File: src/rtl/usbf_mem_arb_if.sv
// Bus bundle between the USB protocol engine (M0), the Wishbone buffer path (M1)
// and the single-port buffer SSRAM, as seen around the memory arbiter.
interface usbf_mem_arb_if #(
   parameter int SSRAM_HADR = 14
);
   // M0: USB protocol engine
   logic [SSRAM_HADR:0] madr_i;
   logic [31:0]         mdin_i;
   logic [31:0]         mdout_o;
   logic                mwe_i;
   logic                mreq_i;
   logic                mack_o;

   // M1: Wishbone buffer access
   logic [SSRAM_HADR:0] wadr_i;
   logic [31:0]         wdin_i;
   logic [31:0]         wdout_o;
   logic                wwe_i;
   logic                wreq_i;
   logic                wack_o;
   logic                wb_stall_o;

   // SSRAM side
   logic [SSRAM_HADR:0] sram_adr_o;
   logic [31:0]         sram_dout_o;
   logic [31:0]         sram_din_i;
   logic                sram_we_o;
   logic                sram_re_o;

   // Arbiter view
   modport slave (
      input  madr_i, mdin_i, mwe_i, mreq_i,
      output mdout_o, mack_o,
      input  wadr_i, wdin_i, wwe_i, wreq_i,
      output wdout_o, wack_o, wb_stall_o,
      output sram_adr_o, sram_dout_o, sram_we_o, sram_re_o,
      input  sram_din_i
   );

   // Environment view (masters plus the SSRAM model)
   modport master (
      output madr_i, mdin_i, mwe_i, mreq_i,
      input  mdout_o, mack_o,
      output wadr_i, wdin_i, wwe_i, wreq_i,
      input  wdout_o, wack_o, wb_stall_o,
      input  sram_adr_o, sram_dout_o, sram_we_o, sram_re_o,
      output sram_din_i
   );
endinterface

File: src/rtl/usbf_mem_arb.sv
// Two-master arbiter in front of the USB buffer SSRAM: the protocol engine (M0) always
// wins and is never stalled; the Wishbone path (M1) takes free slots and flags starvation.
module usbf_mem_arb #(
   parameter int SSRAM_HADR = 14,
   parameter int STALL_LIM  = 255
) (
   input  logic            clk_i,
   input  logic            rst_i,
   usbf_mem_arb_if.slave   bus
);

   typedef enum logic {
      W_IDLE = 1'b0,
      W_ACK  = 1'b1
   } w_state_t;

   localparam logic [8:0] STALL_LIM_W = 9'(STALL_LIM);

   w_state_t            state_q, state_d;
   logic                mack_q, mack_d;
   logic                wack_q, wack_d;
   logic                stall_q, stall_d;
   logic [7:0]          cnt_q, cnt_d;

   logic                m_gnt;
   logic                w_gnt;
   logic                w_idle;
   logic                w_denied;
   logic [8:0]          cnt_inc;

   logic [SSRAM_HADR:0] sram_adr;
   logic [31:0]         sram_dout;
   logic                sram_we;
   logic                sram_re;

   // Grants are purely combinational; WB is blocked in W_ACK so a held request
   // is not serviced twice.
   always_comb begin
      w_idle   = (state_q == W_IDLE);
      m_gnt    = bus.mreq_i;
      w_gnt    = bus.wreq_i & ~bus.mreq_i & w_idle;
      w_denied = bus.wreq_i & ~w_gnt & w_idle;
   end

   always_comb begin
      sram_adr  = bus.wadr_i;
      sram_dout = bus.wdin_i;
      sram_we   = 1'b0;
      sram_re   = 1'b0;
      if (m_gnt) begin
         sram_adr  = bus.madr_i;
         sram_dout = bus.mdin_i;
         sram_we   = bus.mwe_i;
         sram_re   = ~bus.mwe_i;
      end else if (w_gnt) begin
         sram_we   = bus.wwe_i;
         sram_re   = ~bus.wwe_i;
      end
   end

   always_comb begin
      state_d = state_q;
      case (state_q)
         W_IDLE:  if (w_gnt) state_d = W_ACK;
         W_ACK:   state_d = W_IDLE;
         default: state_d = W_IDLE;
      endcase
      wack_d = (state_d == W_ACK);
      mack_d = bus.mreq_i;
   end

   // Starvation tracking: counts consecutive denied idle cycles, saturating at 255.
   always_comb begin
      cnt_d   = cnt_q;
      stall_d = stall_q;
      cnt_inc = {1'b0, cnt_q} + 9'd1;
      if (w_gnt) begin
         cnt_d   = 8'd0;
         stall_d = 1'b0;
      end else if (w_denied) begin
         cnt_d = (cnt_q == 8'hFF) ? cnt_q : cnt_inc[7:0];
         if (cnt_inc >= STALL_LIM_W) begin
            stall_d = 1'b1;
         end
      end else if (w_idle && !bus.wreq_i) begin
         cnt_d = 8'd0;
      end
   end

   always_ff @(posedge clk_i or posedge rst_i) begin
      if (rst_i) begin
         state_q <= W_IDLE;
         mack_q  <= 1'b0;
         wack_q  <= 1'b0;
         stall_q <= 1'b0;
         cnt_q   <= 8'd0;
      end else begin
         state_q <= state_d;
         mack_q  <= mack_d;
         wack_q  <= wack_d;
         stall_q <= stall_d;
         cnt_q   <= cnt_d;
      end
   end

   assign bus.sram_adr_o  = sram_adr;
   assign bus.sram_dout_o = sram_dout;
   assign bus.sram_we_o   = sram_we;
   assign bus.sram_re_o   = sram_re;

   // Read data comes straight from the SSRAM's output register to both masters.
   assign bus.mdout_o     = bus.sram_din_i;
   assign bus.wdout_o     = bus.sram_din_i;
   assign bus.mack_o      = mack_q;
   assign bus.wack_o      = wack_q;
   assign bus.wb_stall_o  = stall_q;

endmodule

File: src/flat_wrapper.sv
// flat-port wrapper written by rule: the top's interface ports become plain ports
module usbf_mem_arb_flat 
#(
   parameter int SSRAM_HADR = 14,
   parameter int STALL_LIM  = 255
)
  (clk_i, rst_i, bus_madr_i, bus_mdin_i, bus_mwe_i, bus_mreq_i, bus_mdout_o, bus_mack_o, bus_wadr_i, bus_wdin_i, bus_wwe_i, bus_wreq_i, bus_wdout_o, bus_wack_o, bus_wb_stall_o, bus_sram_adr_o, bus_sram_dout_o, bus_sram_we_o, bus_sram_re_o, bus_sram_din_i);
  usbf_mem_arb_if #(.SSRAM_HADR(SSRAM_HADR)) bus_i ();
  input  logic clk_i;
  input  logic rst_i;
  input wire logic [$bits(bus_i.madr_i)-1:0] bus_madr_i;
  input wire logic [$bits(bus_i.mdin_i)-1:0] bus_mdin_i;
  input wire logic [$bits(bus_i.mwe_i)-1:0] bus_mwe_i;
  input wire logic [$bits(bus_i.mreq_i)-1:0] bus_mreq_i;
  output wire logic [$bits(bus_i.mdout_o)-1:0] bus_mdout_o;
  output wire logic [$bits(bus_i.mack_o)-1:0] bus_mack_o;
  input wire logic [$bits(bus_i.wadr_i)-1:0] bus_wadr_i;
  input wire logic [$bits(bus_i.wdin_i)-1:0] bus_wdin_i;
  input wire logic [$bits(bus_i.wwe_i)-1:0] bus_wwe_i;
  input wire logic [$bits(bus_i.wreq_i)-1:0] bus_wreq_i;
  output wire logic [$bits(bus_i.wdout_o)-1:0] bus_wdout_o;
  output wire logic [$bits(bus_i.wack_o)-1:0] bus_wack_o;
  output wire logic [$bits(bus_i.wb_stall_o)-1:0] bus_wb_stall_o;
  output wire logic [$bits(bus_i.sram_adr_o)-1:0] bus_sram_adr_o;
  output wire logic [$bits(bus_i.sram_dout_o)-1:0] bus_sram_dout_o;
  output wire logic [$bits(bus_i.sram_we_o)-1:0] bus_sram_we_o;
  output wire logic [$bits(bus_i.sram_re_o)-1:0] bus_sram_re_o;
  input wire logic [$bits(bus_i.sram_din_i)-1:0] bus_sram_din_i;
  assign bus_i.madr_i = bus_madr_i;
  assign bus_i.mdin_i = bus_mdin_i;
  assign bus_i.mwe_i = bus_mwe_i;
  assign bus_i.mreq_i = bus_mreq_i;
  assign bus_mdout_o = bus_i.mdout_o;
  assign bus_mack_o = bus_i.mack_o;
  assign bus_i.wadr_i = bus_wadr_i;
  assign bus_i.wdin_i = bus_wdin_i;
  assign bus_i.wwe_i = bus_wwe_i;
  assign bus_i.wreq_i = bus_wreq_i;
  assign bus_wdout_o = bus_i.wdout_o;
  assign bus_wack_o = bus_i.wack_o;
  assign bus_wb_stall_o = bus_i.wb_stall_o;
  assign bus_sram_adr_o = bus_i.sram_adr_o;
  assign bus_sram_dout_o = bus_i.sram_dout_o;
  assign bus_sram_we_o = bus_i.sram_we_o;
  assign bus_sram_re_o = bus_i.sram_re_o;
  assign bus_i.sram_din_i = bus_sram_din_i;
  usbf_mem_arb #(.SSRAM_HADR(SSRAM_HADR), .STALL_LIM(STALL_LIM)) u_core (.clk_i(clk_i), .rst_i(rst_i), .bus(bus_i));
endmodule
File: config.mk
export PLATFORM = sky130hd
export DESIGN_NAME = usbf_mem_arb_flat
export DESIGN_NICKNAME = d
export VERILOG_FILES = /design/src/rtl/usbf_mem_arb_if.sv /design/src/rtl/usbf_mem_arb.sv /design/src/flat_wrapper.sv
export SDC_FILE = /design/constraint.sdc
export NUM_CORES = 1
export LEC_CHECK = 0
export ABC_AREA = 1
export BUFFER_PORTS_ARGS = -buffer_cell sky130_fd_sc_hd__buf_2
export CAP_MARGIN = 20
export CORE_AREA = 3 3 96 98
export CTS_CLUSTER_SIZE = 40
export DETAILED_ROUTE_END_ITERATION = 8
export DIE_AREA = 0 0 99 101
export SLEW_MARGIN = 20
export SYNTH_ARGS = -nofsm -noshare
export SYNTH_HDL_FRONTEND = slang
export SYNTH_SLANG_ARGS = --single-unit
File: constraint.sdc
create_clock -name clk_i -period 2.36 [get_ports clk_i]
set_clock_uncertainty 0.15 [all_clocks]
set_input_delay 0.236 -clock clk_i [delete_from_list [all_inputs] [get_ports clk_i]]
set_output_delay 0.236 -clock clk_i [all_outputs]
set_load 0.05 [all_outputs]
After elaboration in Yosys (flattened, before gate mapping)
Cells that the tools add are included.
{ "word_totals": {"ff_bits": 11, "input_bits": 132, "out_inout_bits": 116, "latchBits": 0, "mem_bits_ro": 0, "mem_count": 0, "ramBits": 0, "elab_cells": 39} }
{ "classes": {"eq_ne": 2, "reduce_logical": 7, "n_mux": 15, "shift": 0, "n_addsub": 1, "bitwise": 9, "n_div": 0, "multipliers": 0, "n_lt_le_gt_ge": 1} }
{ "ops": {"columns": ["operator", "count"], "rows": [
  ["2-to-1 mux 32 bit", 1],
  ["2-to-1 mux 8 bit", 4],
  ["2-to-1 mux 15 bit", 1],
  ["adder 8 x 1 -> 9 bit (second input constant)", 1],
  [">= comparator 9 x 8 -> 1 bit (second input constant)", 1],
  ["== test 8 bit (second input constant)", 1],
  ["2-to-1 mux 1 bit", 8],
  ["NOT 1 bit", 5],
  ["bitwise AND 1 bit", 4],
  ["AND reduction 2 bit", 2],
  ["nonzero test 2 bit", 2],
  ["inequality test 3 x 2 -> 1 bit (second input constant)", 1],
  ["nonzero test 3 bit", 1],
  ["one-hot mux 1 bit (2 select lines)", 1],
  ["logical AND 1 bit", 1],
  ["zero test 1 bit", 1]
]} }

Depth between registers and ports, before layout
{ "depth": {"depth_word": 8, "mapped_depth": 9, "ltp_nobuf": 9} }

Worst setup path before layout
OpenSTA, ideal clock, no wires.
{ "synth_timing": {"path_kind": "flip-flop to output port", "start": "register u_core.state_q", "end": "output bus_sram_re_o", "stages_incl_launch_ff": 6, "arrival_time_ps": 1786, "required_time_ps": 1974, "setup_slack_ps": 188, "path_buffers": 0, "cell_sequence": "dfrtp_1 -> inv_2 -> nand2_1 -> inv_1 -> nand2_1 -> o22ai_1"} }
{ "synth_between": {"elab_chain_len": 4} }
{ "synth_lines": {"columns": ["item", "line", "text"], "rows": [
  ["start: declaration", "usbf_mem_arb.sv:19", "w_state_t state_q, state_d;"],
  ["start signal: assignment", "usbf_mem_arb.sv:98", "state_q <= state_d;"],
  ["NOT 1 bit", "usbf_mem_arb.sv:39", "w_idle = (state_q == W_IDLE);"],
  ["bitwise AND 1 bit", "usbf_mem_arb.sv:41", "w_gnt = bus.wreq_i & ~bus.mreq_i & w_idle;"],
  ["2-to-1 mux 1 bit", "usbf_mem_arb.sv:55", "end else if (w_gnt) begin"],
  ["2-to-1 mux 1 bit", "usbf_mem_arb.sv:50", "if (m_gnt) begin"],
  ["end: declaration", "flat_wrapper.sv:27", "output wire logic [$bits(bus_i.sram_re_o)-1:0] bus_sram_re_o;"]
]} }
Every way passes these cells.

Worst setup path in the final report
{ "layout_timing": {"start": "register u_core.state_q", "end": "output bus_sram_we_o"} }
{ "layout_between": {"elab_chain_len": 4} }
{ "layout_lines": {"columns": ["item", "line", "text"], "rows": [
  ["NOT 1 bit", "usbf_mem_arb.sv:39", null],
  ["bitwise AND 1 bit", "usbf_mem_arb.sv:41", null],
  ["2-to-1 mux 1 bit", "usbf_mem_arb.sv:55", null],
  ["2-to-1 mux 1 bit", "usbf_mem_arb.sv:50", null],
  ["end: declaration", "flat_wrapper.sv:26", "output wire logic [$bits(bus_i.sram_we_o)-1:0] bus_sram_we_o;"]
]} }
Every way passes these cells.

==> metrics.cfg <==
[outcome]
run_status=finished clean

[sta]
min_period_over_period_pct=79.8
final_hold_viol_count=0
tns_ps=0
setup_ws_ps=477
clock.fmax_mhz=531
grt_setup_unrepaired=no
finalWorstPathRequiredPeriod_ps=1880
worst-slew-pin-transition_ps=532
report.final.slew_viol_count=0
setup_viol=0
worst_slew_margin_rel_pct=64.5

[synthesis]
combinational_family_with_the_most_area_after_synthesis=simple AND/OR/NAND/NOR gates
synth_mux_area_share_pct=0
synth_fa_ha_area_share_pct=1.43
yosysWarningCount=0
post_synth_top_cells=sky130_fd_sc_hd__nand2_1 (178), sky130_fd_sc_hd__buf_4 (64), sky130_fd_sc_hd__dfrtp_1 (11), sky130_fd_sc_hd__inv_1 (10), sky130_fd_sc_hd__nor2_1 (7)
synth_compound_area_share_pct=2.28
synthCells=306
ys_top_cells_by_area=sky130_fd_sc_hd__nand2_1 (38%), sky130_fd_sc_hd__buf_4 (27%), sky130_fd_sc_hd__dfrtp_1 (16%)
netlist-cell-type-count=23
synth_sequential_area_ratio_pct=15.7
number_of_enable_flip_flop_cells_after_synthesis=0
post_synth_and_or_nand_nor_area_fraction_pct=47.2
asyncSetResetFlopFracSynth_pct=100
synth.avg_cell_area_um2=5.73
synth_top_flop_cell=sky130_fd_sc_hd__dfrtp_1
synth_top_cell_area_share_pct=38.1
synthXorXnorAreaFrac_pct=0.499
synth_nets=440
synth.cell_area_mm2=0.00175
yosysTopAreaCell=sky130_fd_sc_hd__nand2_1
ys_ff_latch=11
synth_most_common_cell=sky130_fd_sc_hd__nand2_1

[drt]
drt_first_iter_violations=48
finalWirelength_um=6670
drt_first_pass_iters=4
via_per_inst=3.93
number_of_antenna_violating_nets_in_the_routed_design=0
dr_total_vias=1951
post-route-drc-count=0
detail_route.wl_per_cell_um=13.4

[grt]
antenna_found_initial=0
gr-total-overflow=0
global_route_wire_length_before_repair_um=9200
first_global_vias=1695
grt_usage_pct=11.9
grt_max_degree=52

[pwr]
power.ir.vdd_worst_mv=0.247
cellPowerDensity_mw_per_mm2=410
cellLeakagePower_nw=1.50

[floorplanning]
chipWidth_um=99
rows=34
die_height_um=101
boundaryPins=248
core_region_area_mm2=0.00855
starting_utilization_of_the_core_area_pct=20.5
dieArea_mm2=0.0100

[setup_path]
critical_path.max_fanout=3
critical_path.n_buffers_inverters=4
critical-path-slowest-cell=sky130_fd_sc_hd__dfrtp_1
critical_path.max_stage_delay_ps=380
worst-endpoint-arrival_ps=1500
cpLargestDelayFamily=buffers and inverters
cp_cell_sequence=inv_2 -> nand2_1 -> inv_1 -> nand2_1 -> inv_1 -> a22o_1 -> buf_2
cp-start-kind=flop
setup_cp_type=reg2out
worstPathRequired_ps=1970
worst_setup_path_end_kind=primary output

[cells_and_area]
antenna_cells=0
area.growth.synth_to_final_pct=24.4
finalNetCount=524
drive_above_1_share_pct=42.7
fillCellCount=992

[clock_tree]
cts_resized=0
cts.repair_timing.setup_buffer_count=0
ctsRootBufferMaster=sky130_fd_sc_hd__clkbuf_8
cts_made_buffers=3
clkSlewWorstSetupHoldPaths_ps=50
cts_tree=yes
postCtsHoldBufs=1
worstSkewPairLatency_ps=240
clock_tree.buffer_depth=2
cts.htree.levels=1
clock_sink_count=11

[job]
maxCapViolations=0

[placed_design]
port_buffers=151
place.gp.congestion=0.794
hpwlAfterDp_um=5830
preCtsSetupSlack_ps=545

[hold_path]
hold_class=in2out

==> layer usage <==
layer	wire length (um)	track usage, %
met5	0	0
met4	167	4.62
met3	648	3.67
met2	3870	23.3
met1	1990	11.5
==> metrics by stage <==
step | util [%] | area [um^2] | instances | hold slack (ps) | total power [mW]
global route | 25.5 | 2180 | 497 | 322 | 0.949
floorplan | - | 1750 | 306 | -61.6 | 0.841
CTS | 25.5 | 2180 | 497 | 322 | 0.905
global placement | 24.9 | 2130 | 492 | 111 | 0.709
finish | 25.5 | 2180 | 497 | 322 | 0.895
detailed placement | 24.9 | 2130 | 492 | 107 | 0.712
==> power breakdown <==
group | leakage, nW | switching, mW | internal [mW]
Sequential | 0.149 | 0.00355 | 0.193
Combinational | 1.33 | 0.369 | 0.141
Clock | 0.0228 | 0.0699 | 0.119
==> cells by family after synthesis <==
kind of cell             after synthesis
XOR/XNOR                               1
AND/OR/NAND/NOR                      199
flip-flops                            11
adder cells (fa/ha/maj)                2
AO/OA/AOI/OAI                          6
buffers and inverters                 87
==> state kept, by name, summed over array words and instances (netlist names) <==
name                   flops
u_core.bus.mack_o          1
u_core.bus.wb_stall_o      1
u_core.cnt_q               8
u_core.state_q             1
==> path summary, 6_finish.rpt <==
path                               startpoint                    end  slack [ps]  depth (start not counted)
min in group asynchronous               rst_i        u_core.cnt_q[0]         370                          3
max in group asynchronous               rst_i  u_core.bus.wb_stall_o        1390                          3
hold reg to reg               u_core.cnt_q[7]        u_core.cnt_q[7]         360                          2
setup / recovery               u_core.state_q          bus_sram_we_o         480                          7
setup reg to reg              u_core.cnt_q[1]        u_core.cnt_q[1]         740                          8
hold / removal             bus_sram_din_i[27]        bus_mdout_o[27]         320                          0
==> layout by cell type, fill, tap and decap left out, drive strengths merged <==
cell type	n
nand2	182
buf	152
inv	13
dfrtp	11
nor2	10
nand3	5
clkbuf	4
o21bai	2
ha	2
a21oi	1
xnor2	1
o21ai	1
nand3b	1
nor3	1
o22ai	1
a22o	1
dlygate4sd3	1
==> final cells by class <==
class	instances	area (um^2)	area share, %
clock buffers	4	45.0	2.06
multi-input cells	208	902	41.3
well taps	108	135	6.19
inverters	13	51.3	2.35
repair buffers	153	773	35.4
flip-flops and latches	11	275	12.6
Note: power is estimated with default switching activity, not from simulation.
